==> src/rtl/mc_isa_pkg.sv <==
// Shared ISA encodings for the multi-cycle MIPS control unit: opcodes, functs,
// ALU operation codes and FSM state encodings.
package mc_isa_pkg;

    localparam logic [5:0] OP_RTYPE = 6'b000000;
    localparam logic [5:0] OP_J     = 6'b000010;
    localparam logic [5:0] OP_JAL   = 6'b000011;
    localparam logic [5:0] OP_BEQ   = 6'b000100;
    localparam logic [5:0] OP_BNE   = 6'b000101;
    localparam logic [5:0] OP_ADDI  = 6'b001000;
    localparam logic [5:0] OP_SLTI  = 6'b001010;
    localparam logic [5:0] OP_ANDI  = 6'b001100;
    localparam logic [5:0] OP_ORI   = 6'b001101;
    localparam logic [5:0] OP_XORI  = 6'b001110;
    localparam logic [5:0] OP_LUI   = 6'b001111;
    localparam logic [5:0] OP_LW    = 6'b100011;
    localparam logic [5:0] OP_SW    = 6'b101011;

    localparam logic [5:0] FN_ADD = 6'b100000;
    localparam logic [5:0] FN_SUB = 6'b100010;
    localparam logic [5:0] FN_AND = 6'b100100;
    localparam logic [5:0] FN_OR  = 6'b100101;
    localparam logic [5:0] FN_XOR = 6'b100110;
    localparam logic [5:0] FN_NOR = 6'b100111;
    localparam logic [5:0] FN_SLT = 6'b101010;
    localparam logic [5:0] FN_SRL = 6'b000010;
    localparam logic [5:0] FN_JR  = 6'b001000;

    localparam logic [2:0] ALU_AND = 3'b000;
    localparam logic [2:0] ALU_OR  = 3'b001;
    localparam logic [2:0] ALU_ADD = 3'b010;
    localparam logic [2:0] ALU_XOR = 3'b011;
    localparam logic [2:0] ALU_NOR = 3'b100;
    localparam logic [2:0] ALU_SRL = 3'b101;
    localparam logic [2:0] ALU_SUB = 3'b110;
    localparam logic [2:0] ALU_SLT = 3'b111;

    typedef enum logic [3:0] {
        S_IF  = 4'd0,
        S_ID  = 4'd1,
        S_MA  = 4'd2,
        S_MRD = 4'd3,
        S_LWB = 4'd4,
        S_MWR = 4'd5,
        S_RX  = 4'd6,
        S_RWB = 4'd7,
        S_IX  = 4'd8,
        S_IWB = 4'd9,
        S_LUI = 4'd10,
        S_BR  = 4'd11,
        S_J   = 4'd12,
        S_JAL = 4'd13,
        S_JR  = 4'd14,
        S_ILL = 4'd15
    } state_t;

endpackage

==> src/rtl/mc_alu_dec.sv <==
// Maps (op, funct) to an ALU operation for R-type and immediate ALU
// instructions; flags anything it cannot decode.
module mc_alu_dec
    import mc_isa_pkg::*;
(
    input  logic [5:0] op,
    input  logic [5:0] funct,
    output logic [2:0] alu_op,
    output logic       bad
);

    always_comb begin
        alu_op = ALU_ADD;
        bad    = 1'b0;
        if (op == OP_RTYPE) begin
            case (funct)
                FN_ADD:  alu_op = ALU_ADD;
                FN_SUB:  alu_op = ALU_SUB;
                FN_AND:  alu_op = ALU_AND;
                FN_OR:   alu_op = ALU_OR;
                FN_XOR:  alu_op = ALU_XOR;
                FN_NOR:  alu_op = ALU_NOR;
                FN_SLT:  alu_op = ALU_SLT;
                FN_SRL:  alu_op = ALU_SRL;
                default: bad    = 1'b1;
            endcase
        end else begin
            case (op)
                OP_ADDI: alu_op = ALU_ADD;
                OP_SLTI: alu_op = ALU_SLT;
                OP_ANDI: alu_op = ALU_AND;
                OP_ORI:  alu_op = ALU_OR;
                OP_XORI: alu_op = ALU_XOR;
                default: bad    = 1'b1;
            endcase
        end
    end

endmodule

==> src/rtl/mc_ctrl_unit.sv <==
// Moore FSM sequencing the multi-cycle MIPS datapath and MIO bus strobes.
// Outputs are forced to zero combinationally while rst_n is low.
module mc_ctrl_unit
    import mc_isa_pkg::*;
(
    input  logic        clk,
    input  logic        rst_n,
    input  logic        MIO_ready,
    input  logic [31:0] Inst,
    input  logic        zero,
    output logic        MemRead,
    output logic        MemWrite,
    output logic        CPU_MIO,
    output logic        IorD,
    output logic        IRWrite,
    output logic [1:0]  RegDst,
    output logic        RegWrite,
    output logic [1:0]  MemtoReg,
    output logic        ALUSrcA,
    output logic [1:0]  ALUSrcB,
    output logic [1:0]  PCSource,
    output logic        PCWrite,
    output logic        PCWriteCond,
    output logic        Branch,
    output logic [2:0]  ALU_operation,
    output logic [3:0]  state_out,
    output logic        illegal
);

    state_t     state_q, state_d;
    logic [5:0] op, funct;
    logic [2:0] dec_op;
    logic       dec_bad;

    assign op    = Inst[31:26];
    assign funct = Inst[5:0];

    mc_alu_dec u_alu_dec (
        .op     (op),
        .funct  (funct),
        .alu_op (dec_op),
        .bad    (dec_bad)
    );

    always_ff @(posedge clk or negedge rst_n) begin
        if (!rst_n) state_q <= S_IF;
        else        state_q <= state_d;
    end

    always_comb begin
        state_d = state_q;
        case (state_q)
            S_IF:  if (MIO_ready) state_d = S_ID;
            S_ID: begin
                case (op)
                    OP_LW, OP_SW: state_d = S_MA;
                    OP_RTYPE: begin
                        if (funct == FN_JR) state_d = S_JR;
                        else if (dec_bad)   state_d = S_ILL;
                        else                state_d = S_RX;
                    end
                    OP_BEQ, OP_BNE: state_d = S_BR;
                    OP_J:           state_d = S_J;
                    OP_JAL:         state_d = S_JAL;
                    OP_ADDI, OP_SLTI, OP_ANDI, OP_ORI, OP_XORI: state_d = S_IX;
                    OP_LUI:         state_d = S_LUI;
                    default:        state_d = S_ILL;
                endcase
            end
            S_MA:  state_d = (op == OP_SW) ? S_MWR : S_MRD;
            S_MRD: if (MIO_ready) state_d = S_LWB;
            S_MWR: if (MIO_ready) state_d = S_IF;
            S_RX:  state_d = S_RWB;
            S_IX:  state_d = S_IWB;
            // PC-writing states wait because the datapath gates PC CE with MIO_ready.
            S_BR, S_J, S_JAL, S_JR: if (MIO_ready) state_d = S_IF;
            default: state_d = S_IF;
        endcase
    end

    always_comb begin
        MemRead       = 1'b0;
        MemWrite      = 1'b0;
        IorD          = 1'b0;
        IRWrite       = 1'b0;
        RegDst        = 2'b00;
        RegWrite      = 1'b0;
        MemtoReg      = 2'b00;
        ALUSrcA       = 1'b0;
        ALUSrcB       = 2'b00;
        PCSource      = 2'b00;
        PCWrite       = 1'b0;
        PCWriteCond   = 1'b0;
        Branch        = 1'b0;
        ALU_operation = ALU_AND;
        illegal       = 1'b0;
        state_out     = 4'd0;
        if (rst_n) begin
            state_out = state_q;
            case (state_q)
                S_IF: begin
                    MemRead = 1'b1; IRWrite = 1'b1; ALUSrcB = 2'b01;
                    ALU_operation = ALU_ADD; PCWrite = 1'b1;
                end
                S_ID: begin
                    ALUSrcB = 2'b11; ALU_operation = ALU_ADD;
                end
                S_MA, S_MRD, S_MWR: begin
                    ALUSrcA = 1'b1; ALUSrcB = 2'b10; ALU_operation = ALU_ADD;
                    MemRead  = (state_q == S_MRD);
                    MemWrite = (state_q == S_MWR);
                    IorD     = (state_q != S_MA);
                end
                S_LWB: begin
                    MemtoReg = 2'b01; RegWrite = 1'b1;
                end
                S_RX, S_RWB: begin
                    ALUSrcA = 1'b1; ALU_operation = dec_op;
                    if (state_q == S_RWB) begin
                        RegDst = 2'b01; RegWrite = 1'b1;
                    end
                end
                S_IX, S_IWB: begin
                    ALUSrcA = 1'b1; ALUSrcB = 2'b10; ALU_operation = dec_op;
                    RegWrite = (state_q == S_IWB);
                end
                S_LUI: begin
                    MemtoReg = 2'b10; RegWrite = 1'b1;
                end
                S_BR: begin
                    ALUSrcA = 1'b1; ALU_operation = ALU_SUB; PCWriteCond = 1'b1;
                    PCSource = 2'b01; Branch = (op == OP_BEQ);
                end
                S_J: begin
                    PCSource = 2'b10; PCWrite = 1'b1;
                end
                S_JAL: begin
                    PCSource = 2'b10; PCWrite = 1'b1; RegDst = 2'b10;
                    MemtoReg = 2'b11; RegWrite = 1'b1;
                end
                S_JR: begin
                    ALUSrcA = 1'b1; PCSource = 2'b11; PCWrite = 1'b1;
                end
                default: illegal = 1'b1;
            endcase
        end
        CPU_MIO = MemRead | MemWrite;
    end

endmodule

==> config.mk <==
export PLATFORM = sky130hd
export DESIGN_NAME = mc_ctrl_unit
export DESIGN_NICKNAME = d
export VERILOG_FILES = /design/src/rtl/mc_isa_pkg.sv /design/src/rtl/mc_alu_dec.sv /design/src/rtl/mc_ctrl_unit.sv
export SDC_FILE = /design/constraint.sdc
export NUM_CORES = 1
export LEC_CHECK = 0
export CAP_MARGIN = 15
export CORE_MARGIN = 2
export CORE_UTILIZATION = 32
export DETAILED_ROUTE_END_ITERATION = 6
export PLACE_DENSITY = 0.76
export SLEW_MARGIN = 20
export SYNTH_ARGS = -nofsm -noshare
export SYNTH_HDL_FRONTEND = slang
export SYNTH_SLANG_ARGS = --single-unit
==> constraint.sdc <==
create_clock -name clk -period 1.8 [get_ports clk]
set_input_delay 0.18 -clock clk [delete_from_list [all_inputs] [get_ports clk]]
set_output_delay 0.18 -clock clk [all_outputs]
set_load 0.01 [all_outputs]
# Yosys cells after proc, flatten, opt, wreduce, memory -nomap -nowiden

Index checks and enable logic that the tools add are counted.

Divide/modulo/power cells: 0
Bitwise operators: 1
Multipliers: 0
Reductions and logical operators: 19
Shifts and indexed selects: 0
Magnitude comparators: 0
$add $sub $neg: 0
Multiplexer cells: 47
Eq/ne operators: 39

Operators by type and width:

| operator           | count |
|---|---|
| $pmux 4 s7         | 2 |
| $eq 6x6->1 const B | 9 |
| $eq 6x4->1 const B | 7 |
| $eq 4x4->1 const B | 7 |
| $mux 4             | 6 |
| $mux 1             | 23 |
| $pmux 3 s7         | 1 |
| $reduce_or 5->1    | 4 |
| $eq 6x2->1 const B | 3 |
| $pmux 2 s3         | 3 |
| $eq 4x3->1 const B | 4 |
| $reduce_or 15->1   | 1 |
| $eq 6x3->1 const B | 2 |
| $pmux 3 s4         | 1 |
| $reduce_or 2->1    | 5 |
| $mux 3             | 3 |
| $pmux 3 s3         | 1 |
| $reduce_or 9->1    | 1 |
| $eq 4x2->1 const B | 2 |
| $mux 2             | 4 |
| $reduce_or 4->1    | 2 |
| $reduce_or 8->1    | 1 |
| $logic_not 6->1    | 1 |
| $reduce_or 3->1    | 2 |
| other kinds (10)   | 11 |

RAM bits: 0
Memories kept: 0
Bits in registers: 4
Output and inout bits: 26
ROM bits: 0
Latch bits: 0
Bits of input ports: 36

# Longest topological paths before layout

Gate-level depths: netlist (run 1).

Depth after elaboration: 8
Depth in mapped cells: 6
Mapped depth without buffers: 5

# Cells and area by module

A second synthesis (run 1) with hierarchy kept.

Cell total of the unflattened synthesis: 162
Area, all modules: 1053.5 um^2

Modules (own cells, without submodules):

| module       | seq. area each (um^2) | area each (um^2) | times used | cells an instance |
|---|---|---|---|---|
| mc_ctrl_unit | 100.1                 | 814.5            | 1          | 131 |
| mc_alu_dec   | 0.0                   | 239.0            | 1          | 31 |

# Least setup slack after synthesis (run 1)

Ideal clock, no wire load.

Path type: flip-flop to output port
Start: register state_q[1]
End: output ALU_operation[0]
Data required time: 1620 ps
Stages on the path, launching flop included: 5
Setup slack: 18 ps
Arrival: 1602 ps
Cells stage by stage: dfrtp_1 > nand2b_1 > mux2_4 > or4_4 > a311oi_2

Longest elaborated chain between the ends: 4

Ends and longest elaborated chain:

| item                                                                       | line                | RTL |
|---|---|---|
| start, declared                                                            | mc_ctrl_unit.sv:30  | `state_t state_q, state_d;` |
| start signal, assigned                                                     | mc_ctrl_unit.sv:47  | `else state_q <= state_d;` |
| $eq 4x2->1, or another cell as far along                                   | mc_ctrl_unit.sv:100 | `case (state_q)` |
| $reduce_or 5->1 (no source line) / $reduce_or 4->1 (equally long branches) | -                   |  |
| $pmux 3 s3 *                                                               | mc_ctrl_unit.sv:100 |  |
| $mux 3 *                                                                   | mc_ctrl_unit.sv:98  | `if (rst_n) begin` |
| end, declared                                                              | mc_ctrl_unit.sv:25  | `output logic [2:0] ALU_operation,` |

Every way passes the cells marked *; elsewhere a longest branch is shown, timed or not.

# Final worst setup path (run 1)

Start: register state_q[3]
End: output ALU_operation[2]

Same word-level chain as after synthesis.

==> results of run 1 <==
==> metrics by stage <==
step / cell area [sq um] / total power, mW / hold WS, ns / std cells / TNS (ns)
2_1_floorplan: 920 / 0.993 / -0.116 / 148 / 0
3_3_place_gp: 1670 / 1.74 / 0.492 / 256 / -4.15
3_5_place_dp: 1670 / 1.77 / 0.498 / 256 / -4.88
4_1_cts: 1790 / 1.99 / 0.349 / 264 / -1.86
5_1_grt: 1950 / 2.57 / 0.381 / 273 / -2.92
6_report: 1950 / 2.42 / 0.360 / 273 / -1.84
==> timing repair <==
action | in CTS | in global routing
pin swaps | 2 | 10
hold buffers | 0 | 0
endpoints found under the hold margin | 0 | 0
gates resized for setup | 43 | 64
buffers inserted | 4 | 9
setup endpoints to repair | 25 | 20
gates cloned | 1 | 0
==> worst min path at each step <==
| stage | cells past startpoint | start | slack, ns | end |
|---|---|---|---|---|
| finish | 3 | rst_n | 0.36 | state_q[1]$_DFFE_PN0P_ |
| global route | 3 | rst_n | 0.38 | state_q[1]$_DFFE_PN0P_ |
| floorplan | 0 | rst_n | -0.12 | state_q[0]$_DFFE_PN0P_ |
| CTS | 3 | rst_n | 0.35 | state_q[1]$_DFFE_PN0P_ |
| detailed placement | 2 | rst_n | 0.50 | state_q[3]$_DFFE_PN0P_ |
| global placement | 2 | rst_n | 0.49 | state_q[0]$_DFFE_PN0P_ |
==> worst max-delay path, stage by stage, from the launching register on <==
cell and delay, ns:
dfrtp_2 0.44, nand2b_4 0.16, mux2_4 0.28, or4_4 0.43, nand2b_4 0.15, o22ai_2 0.09, buf_2 0.15
==> report_power, final <==
part | internal, mW | switching, mW | total (mW)
Sequential | 0.133 | 0.0566 | 0.190
Clock | 0.0751 | 0.0442 | 0.119
Combinational | 1.10 | 1.02 | 2.12
==> layout by cell type, fill, tap and decap left out, drive strengths merged, types with 4 or more instances in the layout <==
| master | instances |
|---|---|
| inv | 5 |
| dfrtp | 4 |
| a21oi | 15 |
| nand3 | 5 |
| nor3 | 6 |
| o21ai | 6 |
| nand2 | 15 |
| clkdlybuf4s50 | 16 |
| nor2 | 23 |
| and2 | 4 |
| buf | 67 |
| dlymetal6s2s | 6 |
| nand2b | 8 |
| or2 | 4 |
| nor2b | 5 |
| clkbuf | 10 |
==> cells by family (layout without fill, tap and decap cells) <==
kind of cell	after synthesis	in the layout
buf+inv	15	109
compound gates	45	45
mux	2	2
flops	4	4
xor+xnor	3	3
simple gates	79	79
==> routing by layer <==
metal / wire length, um / GRT usage (%)
met5: 0 / 0
met4: 139 / 12.3
met3: 237 / 0.670
met2: 2300 / 45.3
met1: 1600 / 25.2
==> final cells by class <==
cell class,count,area (sq um),share of cell area [%]
Timing Repair Buffer,101,868,44.6
Clock buffer,3,22.5,1.16
Inverter,5,18.8,0.964
Multi-Input combinational cell,129,897,46.1
Sequential cell,4,101,5.21
Tap cell,31,38.8,1.99
==> metrics.md, run 1 <==
| Metric | Value |
|---|---|
| Via-per-instance ratio | `5.69` |
| Initial DRC Count | `between 50 and 60` |
| CTS HTree Levels | `1` |
| Count of nets left with antenna violations after detail routing | `0` |
| Leading post-synthesis cells by cell area | `dfrtp_1 (11%), nor2_1 (9.4%), a21oi_1 (8.2%)` |
| Number of enable-type register cells in the synthesized netlist | `0` |
| Total count of hold-check failures in the final report | `0` |
| DRC violations left | `0` |
| Count of distinct cell types in the synthesized netlist | `44` |
| Max-cap violations | `0` |
| Total Nets Final | `between 200 and 300` |
| Placed wire-length estimate | `approximately 2800 um` |
| Post-synthesis register bit count | `4` |
| Largest Register | `state_q` |
| Total die area | `3320 sq um` |
| Worst min-delay path category | `primary input to asynchronous set/reset pin` |
| Cell with the most instances after synthesis | `nor2_1` |
| CP Capture Point | `ALU_operation[2]` |
| FF-to-FF path depth | `8` |
| Critical register-to-register path endpoint | `state_q[2]$_DFFE_PN0P_` |
| Post-Place Setup Slack | `-0.496 ns` |
| Kind of critical path | `register to output port` |
| Clock Latency Late Sink | `0.25 ns` |
| Final Core Density | `between 70% and 80%` |
| Synthesized netlist cell count | `around 150` |
| FF-to-FF Start | `state_q[1]$_DFFE_PN0P_` |
| Slack of the critical path | `-0.321 ns` |
| Largest net degree at the start of global routing | `16` |
| Internal reg-to-reg setup slack | `~0.040 ns` |
| Root buf cell | `clkbuf_4` |
| Number of setup violations in the final report | `13` |
| Vias | `roughly 1600` |
| Max FFs per register | `4` |
| Main combinational cell family by area after synthesis | `simple AND/OR/NAND/NOR gates` |
| Failing checks | `setup timing` |
| Largest registers | `state_q: 4 flops` |
| Maximum buffer depth of the clock tree | `2` |
| Post-synthesis share of cell area spent on xor and xnor gates | `between 2 and 3%` |
| Area fraction in compound gates after synthesis | `roughly a third` |
| Per-instance average area after synthesis | `just over 6 sq um` |
| Total standard cell area after synthesis | `about 920 sq um` |
| Status | `finished with violations` |
| Via count of the first global-routing pass | `around 1500` |
| Top-level I/O count | `between 60 and 70` |
| Clock slew at the register clock pins of the worst setup and hold paths | `around 0.040 ns` |
| Unrepaired setup endpoints after global routing | `true` |
| Synth Area in Adders | `0%` |
| Worst-Margin Slew | `roughly 0.48 ns` |
| Basic-gate share of the synthesized area counting and, or, nand and nor cells | `between 40% and 50%` |
| Last weighted congestion value of the routability-driven placer | `0.944` |
| Inserted Clock Buffers | `3` |
| Count of input and output buffers | `40` |
| Effective utilization at floorplan | `33.6%` |
| Total routing usage reported by global routing | `a little under a quarter` |
| Die X | `57.6 um` |
| Max Clock Skew | `0.00725 ns` |
| Aggregate global routing overflow | `0` |
| Number of optimization iterations in the first detailed-route pass | `4` |
| Leakage power of the design | `approximately 0.93 nW` |
| Most used flip-flop cell after synthesis | `dfrtp_1` |
| CP startpoint kind | `register` |
| Timing startpoint of the critical path | `state_q[3]$_DFFE_PN0P_` |
| Worst-path fanout max | `4` |
| # clock sinks | `4` |
| Final Max Tran Viols | `0` |
| Peak supply drop | `about 0.00088 V` |
| Rows | `19` |
| Vertical die dimension | `~58 um` |
| Syn nets | `around 180` |
| Number of fill cells | `roughly 210` |
| Fraction of synthesis flops using an asynchronous set or reset pin | `between 90% and 100%` |
| Top post-synthesis cells by count | `nor2_1 (23), a21oi_1 (15), nand2_1 (15)` |
| Maximum clock rate | `approximately 470 MHz` |
| Synthesis-to-layout area growth | `112%` |
| Placeable Area | `between 2000 and 3000 sq um` |
| Fin crit period | `about 2.1 ns` |
| Fraction of layout cells with a size suffix above 1 | `between 40% and 50%` |
| Proportion of synthesized area in mux cells | `under 10%` |
| Wire length of the first global-routing pass | `around 6200 um` |
| Part of the Yosys area used for sequential elements | `roughly 11%` |
| Arrival time worst endpoint | `~1.9 ns` |
| Total number of yosys warnings | `0` |
| Mean routed wirelength per cell | `15.7 um` |
| Type of element capturing the critical path | `output port` |
| Fraction of post-synthesis cell area in the top cell type by area | `between 10% and 20%` |
| Worst EP required | `1.62 ns` |
| PD cells | `around 1200 nW/um^2` |
| Routed wire length | `~4300 um` |
| Initial antenna violation count | `0` |
| Post-route clock period utilization | `118%` |
| Max-slew headroom | `roughly two thirds` |
| CTS tree | `done` |
| Antenna cells | `0` |
| Library cell occupying the most area in the post-synthesis netlist | `dfrtp_1` |
Note: power is estimated with default switching activity, not from simulation.
==> run 2: changes to the inputs <==
--- a/config.mk
+++ b/config.mk
@@ -10,6 +10,7 @@
 export CORE_UTILIZATION = 32
 export DETAILED_ROUTE_END_ITERATION = 6
 export PLACE_DENSITY = 0.76
+export SKIP_LAST_GASP = 1
 export SLEW_MARGIN = 20
 export SYNTH_ARGS = -nofsm -noshare
 export SYNTH_HDL_FRONTEND = slang
==> run 2 against run 1 <==
Effect of this change:
- the run still ends with setup timing left
- hold slack got worse by 0.0098 ns
- utilization down 0.091 points
- clock-buffer cell count is the same
- clock skew rose by 0.0010 ns
- largest cell class unchanged
==> metrics.md, run 2 (synthesized netlist as in run 1, its figures left out) <==
| Metric | Value |
|---|---|
| Inserted Clock Buffers | `3` |
| Last weighted congestion value of the routability-driven placer | `between 0.9 and 1` |
| Vertical die dimension | `slightly below 60 um` |
| Final Core Density | `71.1%` |
| Initial DRC Count | `47` |
| Count of nets left with antenna violations after detail routing | `0` |
| Vias | `1546` |
| Commonest non-fill, non-tap cells in the layout | `buf_4 (54), nor2_1 (18), clkdlybuf4s50_1 (17)` |
| Number of setup violations in the final report | `17` |
| Fin cells | `approximately 270` |
| Leakage power of the design | `roughly 0.93 nW` |
| Quantity of hold-fixing buffers added after cts | `0` |
| Total die area | `approximately 3300 sq um` |
| Max FFs per register | `4` |
| DRC violations left | `0` |
| CTS HTree Levels | `1` |
| Status | `finished with violations` |
| CTS tree | `done` |
| Slack of the critical path | `-0.317 ns` |
| Worst-path fanout max | `4` |
| Final instance area | `between 1500 and 2000 sq um` |
| Number of placed instances, taps included | `around 260` |
| Routed wire length | `~4300 um` |
| Number of fill cells | `approximately 210` |
| Worst-Margin Slew | `0.456 ns` |
| Via count of the first global-routing pass | `between 1000 and 1500` |
| Placed wire-length estimate | `between 2000 and 3000 um` |
| GR Util met3 | `0.670%` |
| Busiest metal layer after global routing | `met2` |
| Peak supply drop | `0.000954 V` |
| Max-slew headroom | `approximately 69%` |
| Effective utilization at floorplan | `roughly a third` |
| Fin crit period | `2.12 ns` |
| Worst EP required | `about 1.6 ns` |
| Dominant cell type by count on the critical path | `nand2b_4` |
| Met2 Track Usage GR | `between 40 and 50%` |
| Setup tns final | `-2.32 ns` |
| Timing startpoint of the critical path | `state_q[3]$_DFFE_PN0P_` |
| Failing checks | `setup timing` |
| Cell chain of the critical path | `nand2b_4 > mux2_4 > or4_4 > nand2b_4 > o22ai_2 > buf_2` |
| FF-to-FF Start | `state_q[1]$_DFFE_PN0P_` |
| Cell with the largest stage delay on the worst path | `dfrtp_2` |
| Met1 capacity usage during global routing | `roughly a quarter` |
| Root buf cell | `clkbuf_4` |
| Synthesis-to-layout area growth | `111%` |
| Top-level I/O count | `just over 60` |
| Placeable Area | `2730 sq um` |
| Worst min-delay path category | `primary input to asynchronous set/reset pin` |
| Clock slew at the register clock pins of the worst setup and hold paths | `approximately 0.04 ns` |
| Largest Register | `state_q` |
| Final Max Tran Viols | `0` |
| Kind of critical path | `register to output port` |
| Count of input and output buffers | `40` |
| Total Nets Final | `280` |
| DP Area | `1670 sq um` |
| Wire length of the first global-routing pass | `around 6200 um` |
| Largest registers | `state_q: 4 flops` |
| Via-per-instance ratio | `~5.7` |
| Most common cell after layout, fill and taps aside | `buf_4` |
| Fraction of layout cells with a size suffix above 1 | `between 40% and 50%` |
| Post-route total power | `~2.4 mW` |
| Antenna cells | `0` |
| Max-cap violations | `0` |
| Rows | `19` |
| Type of element capturing the critical path | `output port` |
| CP startpoint kind | `register` |
| Aggregate global routing overflow | `0` |
| Total routing usage reported by global routing | `around a quarter` |
| Maximum cell stage delay along the critical path | `roughly 0.43 ns` |
| Arrival time worst endpoint | `between 1.5 and 2 ns` |
| Number of optimization iterations in the first detailed-route pass | `4` |
| Maximum buffer depth of the clock tree | `2` |
| PD cells | `1240 nW/um^2` |
| Max Clock Skew | `around 0.0083 ns` |
| Clock Latency Late Sink | `approximately 0.26 ns` |
| Die X | `~58 um` |
| Unrepaired setup endpoints after global routing | `true` |
| Post-route clock period utilization | `118%` |
| Maximum clock rate | `472 MHz` |
| Initial antenna violation count | `0` |
| Largest net degree at the start of global routing | `16` |
| Mean routed wirelength per cell | `~16 um` |
| # clock sinks | `4` |
| Total count of hold-check failures in the final report | `0` |
-- run 2: cell types whose count changed in the layout (fill, tap and decap cells not counted), sizes merged --
cell	before	now
clkbuf	10	9
clkdlybuf4s50	16	17
buf	67	65
dlymetal6s2s	6	5
dlygate4sd2	2	6
clkdlybuf4s15	2	1
-- run 2: layout make-up --
class | count | area, sq um | area share [%]
Sequential cell | 4 | 101 | 5.21
Multi-Input combinational cell | 129 | 887 | 45.6
Clock buffer | 3 | 22.5 | 1.16
Inverter | 5 | 18.8 | 0.965
Timing Repair Buffer | 101 | 876 | 45.0
Tap cell | 31 | 38.8 | 1.99
-- run 2: worst max-delay path: cells and delay by family, from the launching register on --
kind                   cells  cell delay (ns)
AND/OR/NAND/NOR            3             0.74
flip-flops                 1             0.43
multiplexers               1             0.28
buffers and inverters      1             0.15
AO/OA/AOI/OAI              1             0.08
-- run 2: metrics by stage --
step / hold WS [ns] / setup WS (ns)
2_1_floorplan: -0.116 / 0.0184
3_3_place_gp: 0.492 / -0.486
3_5_place_dp: 0.498 / -0.496
4_1_cts: 0.349 / -0.283
5_1_grt: 0.381 / -0.364
6_report: 0.350 / -0.317
-- run 2: path summary, 6_finish.rpt --
| kind | to | slack, ns | cells past startpoint |
|---|---|---|---|
| min in group clk | state_q[1]$_DFFE_PN0P_ | 0.41 | 4 |
| min reg2reg | state_q[1]$_DFFE_PN0P_ | 0.77 | 2 |
| min | state_q[1]$_DFFE_PN0P_ | 0.35 | 3 |
| max in group asynchronous | state_q[3]$_DFFE_PN0P_ | 1.33 | 3 |
| max reg2reg | state_q[3]$_DFFE_PN0P_ | -0.05 | 8 |
| max | ALU_operation[2] | -0.32 | 6 |
-- run 2: repair_timing --
item	4_1_cts	5_1_grt
pin swaps	2	8
gates cloned	1	0
buffers inserted	4	9
resized for setup	43	50
endpoints found under the setup margin	25	20
-- run 2: where the power goes --
group          internal (mW)  switching, mW
clock                 0.0753         0.0486
combinational           1.10          0.998
sequential             0.133         0.0540
total                   1.31           1.10
-- run 2: metal layers --
layer | share of wire (%) | vias up | routed length, um
met5 | 0 | - | 0
met4 | 3.0 | 0 | 127
met3 | 6.0 | 14 | 256
met2 | 55 | 77 | 2340
met1 | 36 | 718 | 1560
li1 | - | 737 | -
